## config.mk

```make
export PLATFORM = sky130hd
export DESIGN_NAME = ifetch_prefetch_queue_flat
export DESIGN_NICKNAME = d
export VERILOG_FILES = /design/src/rtl/ifetch_prefetch_queue_if.sv /design/src/rtl/ifetch_prefetch_queue.sv /design/src/flat_wrapper.sv
export SDC_FILE = /design/constraint.sdc
export NUM_CORES = 1
export LEC_CHECK = 0
export CORE_MARGIN = 5
export CORE_UTILIZATION = 60
export DETAILED_ROUTE_END_ITERATION = 6
export PLACE_DENSITY_LB_ADDON = 0.1
export SLEW_MARGIN = 20
export SYNTH_ARGS = -nofsm -noshare
export SYNTH_HDL_FRONTEND = slang
export SYNTH_SLANG_ARGS = --single-unit
```

## constraint.sdc

```tcl
create_clock -name clk -period 7.28 [get_ports clk]
set_input_delay 1.456 -clock clk [delete_from_list [all_inputs] [get_ports clk]]
set_output_delay 1.456 -clock clk [all_outputs]
set_load 0.03 [all_outputs]
```

## src/rtl/ifetch_prefetch_queue_if.sv

```systemverilog
// Fetch-side bundle: instruction memory request/response, redirect input and
// the queue head presented to IF/ID.
interface ifetch_prefetch_queue_if #(
  parameter int ADDR_W  = 64,
  parameter int INSTR_W = 32
);
  logic               redirect;
  logic [ADDR_W-1:0]  redirect_pc;
  logic               req_valid;
  logic [ADDR_W-1:0]  req_addr;
  logic               req_ready;
  logic               resp_valid;
  logic [INSTR_W-1:0] resp_data;
  logic               out_valid;
  logic [INSTR_W-1:0] out_instr;
  logic [ADDR_W-1:0]  out_pc;
  logic               out_ready;

  modport master (
    output redirect, redirect_pc, req_ready, resp_valid, resp_data, out_ready,
    input  req_valid, req_addr, out_valid, out_instr, out_pc
  );

  modport slave (
    input  redirect, redirect_pc, req_ready, resp_valid, resp_data, out_ready,
    output req_valid, req_addr, out_valid, out_instr, out_pc
  );
endinterface

```

## src/rtl/ifetch_prefetch_queue.sv

```systemverilog
// Instruction prefetch queue: one outstanding sequential fetch, DEPTH-entry FIFO,
// flush on redirect. Define IFQ_STATS_EN to add flush/stall counters.
//
// state | meaning
// IDLE  | may issue a fetch when the FIFO has room
// WAIT  | one live request outstanding; response is pushed
// DRAIN | one stale request outstanding; response is dropped
module ifetch_prefetch_queue #(
  parameter int          DEPTH    = 4,
  parameter int          ADDR_W   = 64,
  parameter int          INSTR_W  = 32,
  parameter logic [63:0] RESET_PC = 64'h0
) (
  input  logic clk,
  input  logic rst,
  ifetch_prefetch_queue_if.slave bus
`ifdef IFQ_STATS_EN
  ,
  output logic [31:0] stat_flush_cnt,
  output logic [31:0] stat_stall_cnt
`endif
);
  localparam int PTR_W = $clog2(DEPTH);
  localparam int CNT_W = $clog2(DEPTH + 1);
  localparam logic [INSTR_W-1:0] NOP = INSTR_W'(32'h0000_0013);

  typedef enum logic [1:0] {IDLE, WAIT, DRAIN} state_t;

  state_t             state;
  logic [ADDR_W-1:0]  fetch_pc;
  logic [ADDR_W-1:0]  req_pc;
  logic [CNT_W-1:0]   count;
  logic [PTR_W-1:0]   wr_ptr;
  logic [PTR_W-1:0]   rd_ptr;
  logic [ADDR_W-1:0]  pc_mem    [DEPTH];
  logic [INSTR_W-1:0] instr_mem [DEPTH];

  logic full;
  logic issue;
  logic push;
  logic pop;

  assign full  = (count == CNT_W'(DEPTH));
  // rst gate keeps req_valid low while reset is held, not just after it
  assign bus.req_valid = !rst && (state == IDLE) && !full && !bus.redirect;
  assign bus.req_addr  = fetch_pc;
  assign issue = bus.req_valid && bus.req_ready;
  assign push  = (state == WAIT) && bus.resp_valid && !bus.redirect;
  assign pop   = bus.out_valid && bus.out_ready && !bus.redirect;

  assign bus.out_valid = (count != '0);
  assign bus.out_instr = bus.out_valid ? instr_mem[rd_ptr] : NOP;
  assign bus.out_pc    = bus.out_valid ? pc_mem[rd_ptr]    : '0;

  always_ff @(posedge clk or posedge rst) begin
    if (rst) begin
      state    <= IDLE;
      fetch_pc <= RESET_PC[ADDR_W-1:0];
      req_pc   <= '0;
      count    <= '0;
      wr_ptr   <= '0;
      rd_ptr   <= '0;
    end else if (bus.redirect) begin
      count    <= '0;
      wr_ptr   <= '0;
      rd_ptr   <= '0;
      fetch_pc <= {bus.redirect_pc[ADDR_W-1:2], 2'b00};
      case (state)
        IDLE:    state <= IDLE;
        default: state <= bus.resp_valid ? IDLE : DRAIN;
      endcase
    end else begin
      case (state)
        IDLE: if (issue) begin
          req_pc   <= fetch_pc;
          fetch_pc <= fetch_pc + ADDR_W'(4);
          state    <= WAIT;
        end
        WAIT:    if (bus.resp_valid) state <= IDLE;
        DRAIN:   if (bus.resp_valid) state <= IDLE;
        default: state <= IDLE;
      endcase
      if (push) wr_ptr <= wr_ptr + PTR_W'(1);
      if (pop)  rd_ptr <= rd_ptr + PTR_W'(1);
      if (push && !pop)      count <= count + CNT_W'(1);
      else if (pop && !push) count <= count - CNT_W'(1);
    end
  end

  // Storage needs no reset: it is only observed while count is nonzero
  always_ff @(posedge clk) begin
    if (push) begin
      pc_mem[wr_ptr]    <= req_pc;
      instr_mem[wr_ptr] <= bus.resp_data;
    end
  end

`ifdef IFQ_STATS_EN
  always_ff @(posedge clk or posedge rst) begin
    if (rst) begin
      stat_flush_cnt <= '0;
      stat_stall_cnt <= '0;
    end else begin
      if (bus.redirect && !(&stat_flush_cnt))
        stat_flush_cnt <= stat_flush_cnt + 32'd1;
      if (bus.out_ready && !bus.out_valid && !bus.redirect && !(&stat_stall_cnt))
        stat_stall_cnt <= stat_stall_cnt + 32'd1;
    end
  end
`endif
endmodule
```

## src/flat_wrapper.sv

```systemverilog
// flat-port wrapper written by rule: the top's interface ports become plain ports
module ifetch_prefetch_queue_flat 
#(
  parameter int          DEPTH    = 4,
  parameter int          ADDR_W   = 64,
  parameter int          INSTR_W  = 32,
  parameter logic [63:0] RESET_PC = 64'h0
)
  (clk, rst, bus_redirect, bus_redirect_pc, bus_req_ready, bus_resp_valid, bus_resp_data, bus_out_ready, bus_req_valid, bus_req_addr, bus_out_valid, bus_out_instr, bus_out_pc);
  ifetch_prefetch_queue_if #(.ADDR_W(ADDR_W), .INSTR_W(INSTR_W)) bus_i ();
  input  logic clk;
  input  logic rst;
  input wire logic [$bits(bus_i.redirect)-1:0] bus_redirect;
  input wire logic [$bits(bus_i.redirect_pc)-1:0] bus_redirect_pc;
  input wire logic [$bits(bus_i.req_ready)-1:0] bus_req_ready;
  input wire logic [$bits(bus_i.resp_valid)-1:0] bus_resp_valid;
  input wire logic [$bits(bus_i.resp_data)-1:0] bus_resp_data;
  input wire logic [$bits(bus_i.out_ready)-1:0] bus_out_ready;
  output wire logic [$bits(bus_i.req_valid)-1:0] bus_req_valid;
  output wire logic [$bits(bus_i.req_addr)-1:0] bus_req_addr;
  output wire logic [$bits(bus_i.out_valid)-1:0] bus_out_valid;
  output wire logic [$bits(bus_i.out_instr)-1:0] bus_out_instr;
  output wire logic [$bits(bus_i.out_pc)-1:0] bus_out_pc;
  assign bus_i.redirect = bus_redirect;
  assign bus_i.redirect_pc = bus_redirect_pc;
  assign bus_i.req_ready = bus_req_ready;
  assign bus_i.resp_valid = bus_resp_valid;
  assign bus_i.resp_data = bus_resp_data;
  assign bus_i.out_ready = bus_out_ready;
  assign bus_req_valid = bus_i.req_valid;
  assign bus_req_addr = bus_i.req_addr;
  assign bus_out_valid = bus_i.out_valid;
  assign bus_out_instr = bus_i.out_instr;
  assign bus_out_pc = bus_i.out_pc;
  ifetch_prefetch_queue #(.DEPTH(DEPTH), .ADDR_W(ADDR_W), .INSTR_W(INSTR_W), .RESET_PC(RESET_PC)) u_core (.clk(clk), .rst(rst), .bus(bus_i));
endmodule
```

After elaboration in Yosys (flattened, before gate mapping)
Memories as Yosys holds them, arrays and structs flattened. Cells that the tools add are included.

Equality and inequality tests: 5. Bitwise logic cells: 1. Mux-type cells: 20. Reductions and logical operators: 26. Add/subtract/negate cells: 5.

Operators by type and width (number): 64-bit 2-to-1 mux (4); 64-bit by 3-bit adder with 64-bit output, second input constant (1); 32-bit 2-to-1 mux (1); 2-bit 2-to-1 mux (9); 1-bit logical AND (10); 3-bit 2-to-1 mux (3); 2-bit nonzero test (4); 3-bit nonzero test (2); 1-bit logical NOT (5); 2-bit by 1-bit adder with 2-bit output, second input constant (2); 2-bit case mux with 2 select lines (1); 2-bit AND reduction (2); 3-bit by 1-bit adder with 3-bit output, second input constant (1); 3-bit equality test, second input constant (1); 3-bit by 1-bit inequality test with 1-bit output, second input constant (1); 3-bit by 2-bit inequality test with 1-bit output, second input constant (1); 3-bit AND reduction (1); 3-bit by 1-bit subtractor with 3-bit output, second input constant (1); 2-bit by 1-bit equality test with 1-bit output, second input constant (1); 2-bit equality test, second input constant (1); 2-bit logical NOT (1); 1-bit 2-to-1 mux (2); 2-bit OR reduction (1); 1-bit NOT (1).

Register bits after elaboration: 137. Bits in writable memories: 384. Output and inout port bits: 162. Memories kept: 2.

Memory list: u_core.pc_mem (depth 4, bits a word 64, rd ports 1, clocked after Yosys merged registers in 0, wr ports 1, RTL line ifetch_prefetch_queue.sv:35) `logic [ADDR_W-1:0] pc_mem [DEPTH];`; u_core.instr_mem (depth 4, bits a word 32, rd ports 1, clocked after Yosys merged registers in 0, wr ports 1, RTL line ifetch_prefetch_queue.sv:36) `logic [INSTR_W-1:0] instr_mem [DEPTH];`.

Depth between registers and ports, before layout
Depth in word-level cells: 8. Depth in mapped cells: 10. Depth with buffers taken out: 10.

Worst setup path after synthesis
Ideal clock, no wire load.

Path kind: input -> register. Start: input bus_redirect. End: memory u_core.instr_mem[0][0], enable pin. Setup slack: 2590 ps. Arrival time: 4227 ps. Path buffers: 2. Stages: 4. Path through: clkbuf_1 clkbuf_1 nor2_1 and2_1.

Longest elaborated chain between the ends: 4.

RTL lines: start, declared (RTL line flat_wrapper.sv:13) `input wire logic [$bits(bus_i.redirect)-1:0] bus_redirect;`; 1-bit logical NOT (RTL line ifetch_prefetch_queue.sv:48) `assign push = (state == WAIT) && bus.resp_valid && !bus.redirect;`; 1-bit logical AND (RTL line ifetch_prefetch_queue.sv:48); 1-bit 2-to-1 mux (RTL line ifetch_prefetch_queue.sv:92) `if (push) begin`; 1-bit 2-to-1 mux (not written as such) (RTL line ifetch_prefetch_queue.sv:94) `instr_mem[wr_ptr] <= bus.resp_data;`; end, declared (RTL line ifetch_prefetch_queue.sv:36).

No other way between the ends.

Worst setup path in the final report
Start: register u_core.count[1]. End: output bus_out_pc[55].

Longest elaborated chain between the ends: 2.

RTL lines: start, declared (RTL line ifetch_prefetch_queue.sv:32) `logic [CNT_W-1:0] count;`; start signal, assigned (RTL line ifetch_prefetch_queue.sv:85) `if (push && !pop) count <= count + CNT_W'(1);`; start signal, assigned (RTL line ifetch_prefetch_queue.sv:86) `else if (pop && !push) count <= count - CNT_W'(1);`; 3-bit nonzero test (RTL line ifetch_prefetch_queue.sv:51) `assign bus.out_valid = (count != '0);`; 64-bit 2-to-1 mux (RTL line ifetch_prefetch_queue.sv:53) `assign bus.out_pc = bus.out_valid ? pc_mem[rd_ptr] : '0;`; end, declared (RTL line flat_wrapper.sv:23) `output wire logic [$bits(bus_i.out_pc)-1:0] bus_out_pc;`.

No other way between the ends.

==> qor.csv <==
stage,metric,value,unit
run_status,status,completed,
grt,grt_pass1_vias,13600,
worst_setup_path,reg2reg_depth,10,
synth,ys_async_sr_fraction,26.1,%
sta,setup_slack,2070,ps
synth,synth_ff_type,edfxtp_1,
die,ios,264,
route,drcViolationCount,0,
synth,ys_types,62,
worst_setup_path,crit_chain,nor3_1 -> inv_2 -> buf_4 -> and2_1 -> clkdlybuf4s50_1,
cells_and_area,drive_above_1_share,13.4,%
placement,place_area,24100,µm²
sta,hold_viol,0,
sta,drv_slew,0,
grt,grt_max_degree,90,
clock_network,post_cts_buffers,0,
sta,period_needed,5210,ps
cells_and_area,area_growth_syn_to_layout,22.2,%
worst_hold_path,worstHoldPathCells,0,
worst_setup_path,critPathLaunchType,flop,
worst_setup_path,cp-end-kind,output pin,
sta,final-setup-viol-count,0,
worst_setup_path,cp.buffers_inverters,3,
grt,grt_overflow,0,
grt,track_usage,26.4,%
route,dr.first_iter.drc_count,1279,
placement,io_buffers,257,
cells_and_area,nFillCells,2201,
clock_network,cts_tree,built,
power_and_ir_drop,p_total,9200,µW
clock_network,h-tree-depth,2,
route,vias_per_cell,6.15,
worst_setup_path,crit_slowest_cell,nor3_1,
sta,relSlewSlack,25.2,%
synth,ys_seq_elements,509,
route,wl,51200,µm
route,drt_pass1_iterations,5,
synth,synth_edf_count,376,
sta,fin_tns_setup,0,ps
sta,fmax,192,MHz
route,vias,13200,
clock_network,clk_latency,560,ps
die,die_area,39000,µm²
die,fp.coreArea,34600,µm²
cells_and_area,final_nets,1754,
sta,worst_pin_slew,1120,ps
placement,gp_congestion,0.901,
clock_network,cts-root-buf,clkbuf_16,
synth,synthesis.area,21100,µm²
clock_network,cts_resized,0,
worst_hold_path,hold_class,reg -> reg,
worst_setup_path,critPathMaxFanout,59,
power_and_ir_drop,vdd_ir_drop_max,0.000307,V
synth,yosysWarnings,0,
run,drv_cap,0,
cells_and_area,finalNonFillerCells,2142,
worst_setup_path,critPathRequiredTime,5820,ps
cells_and_area,layout_common_cells,"376 x edfxtp_1, 256 x clkdlybuf4s50_1, 239 x nand2_1",
grt,grt_pass1_wl,78700,µm
clock_network,holdBufCountCts,0,
cells_and_area,seqCellArea,14600,µm²
clock_network,clkSlewWorstSetupHoldPaths,60,ps
clock_network,cts.path.max_buffers,3,
worst_setup_path,max_stage_delay,730,ps
placement,hpwl,31700,µm
synth,syn_area_per_cell,15.1,µm²
cells_and_area,layout_commonest_cell,edfxtp_1,
clock_network,cts.sinks,509,
power_and_ir_drop,leakage,0.00911,µW
route,wl_per_cell,23.9,µm
die,die-width,197,µm
route,ant_nets,0,
sta,rsz0062_at_grt,false,
grt,antenna_found_initial,1,
power_and_ir_drop,p_per_area,357,nW/µm²
die,initial_core_util,60.9,%
sta,post-route-period-util,71.5,%
synth,yosysSeqAreaShare,69.3,%
worst_setup_path,arrival,3750,ps
worst_setup_path,path_class,reg -> out,
die,rows,68,
die,dieHeight,197,µm
worst_setup_path,path_delay_family,buffers and inverters,
cells_and_area,multi_input_area,6070,µm²
worst_setup_path,worst-path-stages,5,
placement,placed_cells,2047,
sta,fin_worst_skew,19.3,ps
cells_and_area,final_area,25800,µm²
placement,place_ws,2640,ps
synth,synth_cells,1395,
clock_network,numCtsBuffers,50,
## per-stage QoR
stage,util (%),hold slack (ps)
6_report,74.4,503
5_1_grt,74.4,514
4_1_cts,74.4,498
3_5_place_dp,69.5,502
3_3_place_gp,69.5,489
2_1_floorplan,-,476
## layer usage
layer	vias up	track usage (%)	wire length [µm]
met2	629	43.1	25400
li1	5780	-	-
met5	-	0	0
met1	6657	36.4	19900
met3	106	5.12	4370
met4	0	8.89	1520
## where the power goes
part	switching, µW	leakage (µW)	internal, µW
Clock	1050	0.000840	1570
Sequential	389	0.00504	3580
Combinational	1510	0.00322	1100
## cells in the mapped netlist, types with 4 or more instances
library cell | n | area (µm²)
nor2_1 | 42 | 158
xnor2_1 | 7 | 61.3
buf_2 | 18 | 90.1
o31a_1 | 4 | 35.0
mux4_2 | 94 | 2120
buf_4 | 6 | 45.0
nand2_1 | 239 | 897
or2_2 | 4 | 25.0
o211ai_1 | 11 | 82.6
nor3_1 | 16 | 80.1
buf_1 | 12 | 45.0
or4_1 | 11 | 82.6
and2_1 | 105 | 657
a31oi_1 | 18 | 113
or3_1 | 7 | 43.8
nand3_1 | 34 | 170
ha_1 | 7 | 87.6
nor4_1 | 5 | 31.3
clkbuf_1 | 42 | 158
a21oi_1 | 11 | 55.1
xor2_1 | 13 | 114
a22oi_1 | 4 | 30.0
nor4_4 | 5 | 106
and3_1 | 9 | 56.3
o21ai_0 | 42 | 210
inv_1 | 19 | 71.3
o311ai_0 | 10 | 87.6
dfrtp_1 | 133 | 3330
edfxtp_1 | 376 | 11300
nand4_1 | 38 | 238
## registers in the layout (all words and copies together), names as in the netlist
signal and flops:
u_core.wr_ptr 2, u_core.instr_mem 128, u_core.count 3, u_core.req_pc 62, u_core.bus.req_addr 62, u_core.state 2, u_core.pc_mem 248, u_core.rd_ptr 2
## path summary, 6_finish.rpt
kind,from,end,slack (ps)
max,u_core.count[1],bus_out_pc[55],2070
min,u_core.req_pc[54],u_core.pc_mem[1][54],500
max reg2reg,u_core.count[1],u_core.count[2],3670
min reg2reg,u_core.req_pc[54],u_core.pc_mem[1][54],500
max in group asynchronous,rst,u_core.bus.req_addr[61],4650
min in group asynchronous,rst,u_core.req_pc[37],1500
## worst register-to-register path, delay by kind of cell (launching register included)
| family | cells | cell delay (ps) |
|---|---|---|
| AOI/OAI and AO/OA | 3 | 510 |
| adders and majority gates | 1 | 250 |
| buffers and inverters | 2 | 1160 |
| DFF | 1 | 410 |
| and+or+nand+nor | 4 | 1170 |
## layout make-up
class	count	share of cell area, %
Clock inverter	27	1.03
Tap cell	455	2.21
Timing Repair Buffer	273	10.5
Clock buffer	67	5.60
Inverter	20	0.311
Multi-Input combinational cell	790	23.6
Antenna cell	1	0.00971
Sequential cell	509	56.8
## kinds of logic after synthesis
family,after synthesis,share of synthesized area [%]
buffers and inverters,99,1.98
other,1,0.0178
flip-flops,509,69.3
adder cells (fa/ha/maj),8,0.510
AO/OA/AOI/OAI,128,4.03
AND/OR/NAND/NOR,531,13.0
XOR/XNOR,20,0.831
multiplexers,99,10.3
No activity file was read; power rests on OpenSTA's default activity.
